`config.mk`:
```
export PLATFORM = sky130hd
export DESIGN_NAME = wb_cfg_arbiter
export DESIGN_NICKNAME = d
export VERILOG_FILES = /design/src/rtl/wb_cfg_arbiter_pkg.sv /design/src/rtl/wb_cfg_arbiter_rr_arb2.sv /design/src/rtl/wb_cfg_arbiter.sv
export SDC_FILE = /design/constraint.sdc
export NUM_CORES = 1
export LEC_CHECK = 0
export CORE_ASPECT_RATIO = 1.25
export CORE_MARGIN = 2
export CORE_UTILIZATION = 43
export DETAILED_ROUTE_END_ITERATION = 8
export PLACE_DENSITY = 0.85
export SYNTH_ARGS = -nofsm -noshare
export SYNTH_HDL_FRONTEND = slang
export SYNTH_SLANG_ARGS = --single-unit
```
`constraint.sdc`:
```
create_clock -name wb_clk_i -period 3.98 [get_ports wb_clk_i]
set_input_delay 0.796 -clock wb_clk_i [delete_from_list [all_inputs] [get_ports wb_clk_i]]
set_output_delay 0.796 -clock wb_clk_i [all_outputs]
set_load 0.05 [all_outputs]
```
`src/rtl/wb_cfg_arbiter_pkg.sv`:
```
// Shared types for the Wishbone config arbiter.
// FSM states, latched request bundle and timeout default.
package wb_cfg_arbiter_pkg;

  localparam int WB_AW = 10;
  localparam int WB_DW = 32;
  localparam int TIMEOUT_CYC_DEF = 256;

  typedef enum logic [1:0] {
    IDLE,
    BUS,
    DONE
  } state_e;

  typedef struct packed {
    logic             we;
    logic [WB_AW-1:0] adr;
    logic [WB_DW-1:0] dat;
    logic [3:0]       sel;
  } wb_req_s;

endpackage

```
`src/rtl/wb_cfg_arbiter_rr_arb2.sv`:
```
// Two-way round-robin arbiter.
// Registered priority pointer, combinational one-hot grant.
module rr_arb2 (
  input  logic       clk,
  input  logic       rst_n,
  input  logic [1:0] req,
  input  logic       upd,
  input  logic [1:0] last,
  output logic [1:0] gnt
);

  // prio=0 favours requester 0, prio=1 favours requester 1
  logic prio;

  always_ff @(posedge clk or negedge rst_n) begin
    if (!rst_n) begin
      prio <= 1'b0;
    end else if (upd) begin
      prio <= last[0];
    end
  end

  always_comb begin
    gnt    = '0;
    gnt[0] = req[0] & (~prio | ~req[1]);
    gnt[1] = req[1] & (prio | ~req[0]);
  end

endmodule

```
`src/rtl/wb_cfg_arbiter.sv`:
```
// Single-beat Wishbone classic master shared by two requesters.
// Round-robin grant, one transaction in flight, ack/err/timeout return.
module wb_cfg_arbiter
  import wb_cfg_arbiter_pkg::*;
#(
  parameter int NREQ        = 2,
  parameter int AW          = WB_AW,
  parameter int DW          = WB_DW,
  parameter int TIMEOUT_CYC = TIMEOUT_CYC_DEF
) (
  input  logic              wb_clk_i,
  input  logic              wb_rst_n_i,
  input  logic [NREQ-1:0]   rq_req_i,
  input  logic [NREQ-1:0]   rq_we_i,
  input  logic [NREQ*AW-1:0] rq_adr_i,
  input  logic [NREQ*DW-1:0] rq_dat_i,
  input  logic [NREQ*4-1:0] rq_sel_i,
  output logic [NREQ-1:0]   rq_gnt_o,
  output logic [NREQ-1:0]   rq_done_o,
  output logic              rq_err_o,
  output logic              rq_tmo_o,
  output logic [DW-1:0]     rq_rdat_o,
  output logic [AW-1:0]     wb_adr_o,
  output logic [DW-1:0]     wb_dat_o,
  output logic [3:0]        wb_sel_o,
  output logic              wb_we_o,
  output logic              wb_cyc_o,
  output logic              wb_stb_o,
  input  logic [DW-1:0]     wb_dat_i,
  input  logic              wb_ack_i,
  input  logic              wb_err_i
);

  localparam int CW = $clog2(TIMEOUT_CYC);

  state_e        state;
  state_e        state_nxt;
  logic [1:0]    arb_gnt;
  logic [CW-1:0] cnt;
  logic          tmo_hit;
  logic          start;
  logic          finish;
  logic          retire;
  logic          w;
  wb_req_s       pick;
  wb_req_s       cur;

  rr_arb2 u_arb (
    .clk   (wb_clk_i),
    .rst_n (wb_rst_n_i),
    .req   (rq_req_i),
    .upd   (retire),
    .last  (rq_gnt_o),
    .gnt   (arb_gnt)
  );

  assign w       = arb_gnt[1];
  assign tmo_hit = (cnt == CW'(TIMEOUT_CYC - 1));

  always_comb begin
    pick     = '0;
    pick.we  = w ? rq_we_i[1] : rq_we_i[0];
    pick.adr = w ? rq_adr_i[2*AW-1:AW] : rq_adr_i[AW-1:0];
    pick.dat = w ? rq_dat_i[2*DW-1:DW] : rq_dat_i[DW-1:0];
    pick.sel = w ? rq_sel_i[7:4] : rq_sel_i[3:0];
  end

  always_ff @(posedge wb_clk_i or negedge wb_rst_n_i) begin
    if (!wb_rst_n_i) begin
      state <= IDLE;
    end else begin
      state <= state_nxt;
    end
  end

  always_comb begin
    state_nxt = state;
    start     = 1'b0;
    finish    = 1'b0;
    retire    = 1'b0;
    unique case (state)
      IDLE: begin
        if (|rq_req_i) begin
          start     = 1'b1;
          state_nxt = BUS;
        end
      end
      BUS: begin
        if (wb_ack_i | wb_err_i | tmo_hit) begin
          finish    = 1'b1;
          state_nxt = DONE;
        end
      end
      DONE: begin
        retire    = 1'b1;
        state_nxt = IDLE;
      end
      default: state_nxt = IDLE;
    endcase
  end

  // err wins over ack; neither means the counter expired
  always_ff @(posedge wb_clk_i or negedge wb_rst_n_i) begin
    if (!wb_rst_n_i) begin
      cur       <= '0;
      cnt       <= '0;
      wb_cyc_o  <= 1'b0;
      wb_stb_o  <= 1'b0;
      rq_gnt_o  <= '0;
      rq_done_o <= '0;
      rq_err_o  <= 1'b0;
      rq_tmo_o  <= 1'b0;
      rq_rdat_o <= '0;
    end else begin
      if (start) begin
        rq_gnt_o <= arb_gnt;
        cur      <= pick;
        wb_cyc_o <= 1'b1;
        wb_stb_o <= 1'b1;
        cnt      <= '0;
      end
      if (state == BUS) begin
        cnt <= cnt + CW'(1);
      end
      if (finish) begin
        cur       <= '0;
        wb_cyc_o  <= 1'b0;
        wb_stb_o  <= 1'b0;
        rq_done_o <= rq_gnt_o;
        rq_err_o  <= wb_err_i | ~wb_ack_i;
        rq_tmo_o  <= ~wb_err_i & ~wb_ack_i;
        rq_rdat_o <= (wb_ack_i & ~wb_err_i & ~cur.we) ? wb_dat_i : '0;
      end
      if (retire) begin
        rq_gnt_o  <= '0;
        rq_done_o <= '0;
        rq_err_o  <= 1'b0;
        rq_tmo_o  <= 1'b0;
        rq_rdat_o <= '0;
      end
    end
  end

  assign wb_adr_o = cur.adr;
  assign wb_dat_o = cur.dat;
  assign wb_sel_o = cur.sel;
  assign wb_we_o  = cur.we;

endmodule

```
### Yosys cells after proc, flatten, opt, wreduce, memory -nomap -nowiden

Cells that the tools add are included.

* logic and storage cells: 71
* input port bits: 132
* register bits: 97
* output and inout bits: 87

* multiplexer cells: 29
* reductions and logical operators: 7
* bitwise operators: 16
* equal/unequal tests: 5
* add/sub/neg operators: 1

Operators by type and width (count)
* $mux 32: 4
* $mux 47: 2
* $mux 8: 2
* $mux 1: 12
* $mux 2: 6
* $mux 10: 1
* $add 8x1->8 const B: 1
* $eq 8x8->1 const B: 1
* $reduce_bool 2->1: 4
* $not 1->1: 6
* $and 1x1->1: 5
* $or 1x1->1: 5
* $mux 4: 1
* $ne 2x2->1 const B: 2
* $pmux 2 s2: 1
* $eq 2x1->1 const B: 1
* $eq 2x2->1 const B: 1
* $logic_not 2->1: 1
* $reduce_and 2->1: 1
* $reduce_or 2->1: 1

### Logic depth before layout (Yosys ltp)

* word-level depth: 6
* mapped depth: 8
* gate-level depth less buffers: 5

### Cells and area by module

Synthesis repeated with hierarchy kept, for this count alone.

* cell total of the unflattened synthesis: 389
* area total of the unflattened synthesis: 4464.3 um^2

By module, submodules not included
* wb_cfg_arbiter: area each 4404.2 um^2, cells each 383, instances 1
* rr_arb2: area each 60.1 um^2, cells each 6, instances 1

### Least setup slack after synthesis

OpenSTA, ideal clock, no wires.

* path kind: in2reg
* start point: in wb_ack_i
* end point: reg cur, in the netlist wb_dat_o[12]
* path slack: 2.024 ns
* data required time: 3.893 ns
* library setup time: 0.087 ns
* stages on the path: 7
* arrival: 1.869 ns
* path through: or2_1 o21bai_4 and2_4 buf_6 buf_6 buf_6 a211oi_2

* word-level cells in the longest chain between the ends: 5

RTL lines
* start, declared: line wb_cfg_arbiter.sv:30 `input logic wb_ack_i,`
* $or 1x1->1 * (2 in series): line wb_cfg_arbiter.sv:89 `if (wb_ack_i | wb_err_i | tmo_hit) begin`
* $mux 1 *: line wb_cfg_arbiter.sv:89
* $mux 1 *: line wb_cfg_arbiter.sv:81 `unique case (state)`
* $mux 47 or $reduce_bool 2->1 (tied branches)
* end signal, assigned: line wb_cfg_arbiter.sv:117 `cur <= pick;`
* end, declared: line wb_cfg_arbiter.sv:46 `wb_req_s cur;`

Mark *: on every way between the ends. The rest lies on a longest branch, timed or not.
A chain may end at the register's enable or synchronous reset.

### Worst setup path in the final report

* start point: in rq_req_i[1]
* end point: reg cnt[4]

* word-level cells in the longest chain between the ends: 4

RTL lines
* start, declared: line wb_cfg_arbiter.sv:13 `input logic [NREQ-1:0] rq_req_i,`
* $reduce_or 2->1: line wb_cfg_arbiter.sv:83 `if (|rq_req_i) begin`
* $mux 1: line wb_cfg_arbiter.sv:83
* $mux 1: line wb_cfg_arbiter.sv:81
* $reduce_bool 2->1 (no line)
* end signal, assigned: line wb_cfg_arbiter.sv:123 `cnt <= cnt + CW'(1);`
* end, declared: line wb_cfg_arbiter.sv:39 `logic [CW-1:0] cnt;`

No other way between the ends.

==> Implementation_results.wiki <==
{| class="wikitable"
! Metric !! Value
|-
| Biggest area contributors in the synthesized netlist || sky130_fd_sc_hd__dfrtp_1, sky130_fd_sc_hd__a211oi_1, sky130_fd_sc_hd__a22o_1
|-
| Sum of negative setup slack || 0 ps
|-
| Startpoint of the tightest hold check path || rq_rdat_o[7]
|-
| Mux contribution to synthesized area || 1.18%
|-
| Number of DRC markers after the initial detailed-route iteration || 238
|-
| Number of distinct library cells after synthesis || 38
|-
| Fraction of synthesized cell area in xor and xnor cells || 0%
|-
| Main combinational cell family by area after synthesis || compound AO/OA/AOI/OAI gates
|-
| Number of vias per cell || 5.42
|-
| Slew at the pin closest to its max-slew limit || 991 ps
|-
| CP Class || in -> reg
|-
| Count of non-filler cells in the finished layout || 763
|-
| TritonCTS Sinks || 97
|-
| Endpoint, Worst Hold || rq_rdat_o[7]
|-
| Slew HR || 33.9%
|-
| Largest delay contributor family on the critical path || compound AO/OA/AOI/OAI gates
|-
| Diode count || 0
|-
| Area growth from synthesis to final layout || 58.5%
|-
| Cell-by-cell listing of the critical path || clkdlybuf4s50_1, o21a_2, o21ai_0, a21o_1
|-
| Number of register bits inferred by synthesis || 97
|-
| Delay contributed by the slowest stage of the critical path || 830 ps
|-
| Worst Setup Slack, final || 1550 ps
|-
| Filler cell count in the final layout || 761
|-
| Antenna violations before repair || 0
|-
| First-pass detailed-route iteration total || 4
|-
| Die ar. || 11,000 um2
|-
| Number of hold buffers added after cts || 0
|-
| Final period util || 61.1%
|-
| Starting density of the core || 43.6%
|-
| Final setup violation count || 0
|-
| Adder-Cell Fraction of Synth Area || 0.287%
|-
| Final Max Slew Viols || 0
|-
| Commonest non-fill, non-tap cell in the layout || sky130_fd_sc_hd__clkdlybuf4s50_1
|-
| Count of nets left with antenna violations after detail routing || 0
|-
| Placement Rows || 41
|-
| Yosys warns || 0
|-
| Data required time at the worst endpoint || 4220 ps
|-
| Clock skew || 6.19 ps
|-
| Maximum Capacitance Violations || 0
|-
| Commonest non-fill, non-tap cells in the layout || sky130_fd_sc_hd__clkdlybuf4s50_1, sky130_fd_sc_hd__dfrtp_1, sky130_fd_sc_hd__nand2_1
|-
| CP Capture Type || register
|-
| Placed wire-length estimate || 9.34 mm
|-
| Routed WL per cell || 17.0 um
|-
| Longest Clk Path Bufs || 2
|-
| Placed Instance Area || 6570 um2
|-
| Hold Vio Cnt, Final || 0
|-
| Endpoint of the most critical register-to-register path || cnt[4]
|-
| Min-Delay Path Depth || 1
|-
| Horizontal extent of the die || 94.0 um
|-
| Total power divided by cell area || 871 nW/um2
|-
| Number of cells upsized or downsized after cts || 0
|-
| Worst hold slack after final layout || 500 ps
|-
| CORE AREA || 10,000 um2
|-
| Placer's final routability congestion estimate || 0.879
|-
| Sum of buffers and inverters on the critical path || 1
|-
| Setup crit start kind || primary input
|-
| All-Layer GR Usage || 23.9%
|-
| Total global routing overflow || 0
|-
| Die height || 117 um
|-
| Launch point of the worst reg-to-reg path || state[0]
|-
| Skew-Pair Late Insertion Delay || 350 ps
|-
| Area share of and/or/nand/nor cells after synthesis || 13.4%
|-
| Crit Path Max Fanout || 50
|-
| Mean cell area of the mapped netlist || 10.1 um2
|-
| Arrival time reported for the critical path endpoint || 2670 ps
|-
| R2R depth || 4
|-
| Post-Synthesis Net Count || 564
|-
| Cell type contributing the most total cell area after synthesis || sky130_fd_sc_hd__dfrtp_1
|-
| Compound-Gate Fraction of Synth Area || 24.8%
|-
| Clock-pin slew on the worst setup and hold paths || 70 ps
|-
| Setup repair after global routing missed its margin || no
|-
| Count of vias placed by the detailed router || 4,137
|-
| Final WL || 13.0 mm
|-
| Worst-case setup slack after placement || 1170 ps
|-
| DRC || 0
|-
| TritonCTS clock tree || done
|-
| Count of buffers added by post-CTS timing repair for setup || 0
|-
| Proportion of netlist area held by the largest area contributor || 55.7%
|-
| Root buf cell || sky130_fd_sc_hd__clkbuf_16
|-
| Achievable clock frequency || 411 MHz
|-
| Class of the most critical hold timing path || reg -> reg
|-
| Reg-to-reg setup timing slack || 1710 ps
|-
| Min Clock Period, post-route || 2430 ps
|-
| Cell area after technology mapping || 4360 um2
|-
| Global-route wire length before repair || 20.4 mm
|-
| Worst-path cell with the longest stage delay || sky130_fd_sc_hd__o21a_2
|-
| Maximum VDD drop || 0.579 mV
|-
| Standby leakage power || 2.93 nW
|-
| Largest net degree at the start of global routing || 70
|-
| Num ports || 219
|-
| Fraction of final layout cells sized beyond drive strength 1 || 6.47%
|-
| Proportion of synthesized chip area in sequential cells || 55.7%
|-
| Number of levels in the clock H-tree || 3
|-
| Post-synthesis cell count || 431
|-
| Layout Nets || 762
|-
| Number of global-route vias before repair || 4,184
|-
| Fin area || 6900 um2
|-
| Buffers on Ports || 218
|-
| Cell count after placement || 747
|-
| Status || finished, final reports clean
|-
| Clock buffer count from CTS || 9
|}
[worst reg2reg max path, stage by stage, from the launching register on]
cell                      delay (ps)
sky130_fd_sc_hd__dfrtp_1         480
sky130_fd_sc_hd__nor2_1          370
sky130_fd_sc_hd__o21a_2          880
sky130_fd_sc_hd__o21ai_0         210
sky130_fd_sc_hd__a21o_1          220
[metrics by stage]
step / utilization (%) / total power, mW
floorplan: - / 3.95
global placement: 65.7 / 4.99
detailed placement: 65.7 / 5.08
CTS: 69.0 / 6.06
global route: 69.0 / 6.35
finish: 69.0 / 6.01
[power breakdown]
part | switching [mW] | internal, mW | total, mW
sequential | 0.260 | 1.38 | 1.64
clock | 0.389 | 0.576 | 0.965
combinational | 2.24 | 1.17 | 3.41
total | 2.89 | 3.12 | 6.01
[kinds of logic (layout without fill, tap and decap cells)]
logic type	after synthesis	count (layout)
adder cells (fa/ha/maj)	1	1
AO/OA/AOI/OAI	150	150
multiplexers	5	5
flip-flops	97	97
buffers and inverters	40	243
AND/OR/NAND/NOR	138	138
[Yosys cell counts (all sizes together)]
| master | number |
|---|---|
| a211oi | 48 |
| clkbuf | 14 |
| nor2b | 2 |
| nor3b | 1 |
| nor2 | 55 |
| nor4b | 1 |
| o22ai | 1 |
| and3 | 1 |
| inv | 3 |
| a22o | 32 |
| o211ai | 2 |
| dfrtp | 97 |
| buf | 23 |
| nand2 | 62 |
| a22oi | 1 |
| nor3 | 3 |
| a2bb2o | 1 |
| nand2b | 2 |
| nand4 | 3 |
| a31oi | 1 |
| o21bai | 1 |
| o21a | 1 |
| mux2i | 4 |
| and2 | 3 |
| a21oi | 49 |
| nand3 | 4 |
| a32oi | 1 |
| a21o | 1 |
| ha | 1 |
| or2 | 1 |
| mux2 | 1 |
| o21ai | 11 |
[per-layer routing]
metal / up-vias / part of all wire [%] / global-route usage (%)
li1: 1931 / - / -
met1: 1990 / 38 / 28.1
met2: 188 / 51 / 41.1
met3: 28 / 8.3 / 6.77
met4: 0 / 3.1 / 9.86
met5: - / 0 / 0
[area by class of cell]
type,count,area [um2],area share (%)
Clock buffer,10,239,3.46
Sequential cell,97,2430,35.2
Tap cell,129,161,2.34
Multi-Input combinational cell,294,1750,25.3
Timing Repair Buffer,224,2220,32.2
Inverter,3,11.3,0.163
Clock inverter,6,95.1,1.38
[sequential cells by signal (all words and copies together) (netlist names), 2 cells and up]
signal     cells
cnt            8
rq_done_o      2
rq_gnt_o       2
rq_rdat_o     32
state          2
wb_adr_o      10
wb_dat_o      32
wb_sel_o       4
[how the worst max path moves through the flow]
stage                     start            to  slack, ps  cells after the start
floorplan              wb_ack_i  wb_dat_o[12]       2020                      7
global placement    rq_req_i[1]   wb_adr_o[5]       1280                      4
detailed placement  rq_req_i[1]   wb_adr_o[5]       1170                      4
CTS                     wb_we_o       wb_we_o       1550                      1
global route        rq_req_i[0]  wb_dat_o[26]       1400                      6
finish              rq_req_i[1]        cnt[4]       1550                      4
(Power assumes the default switching activity.)
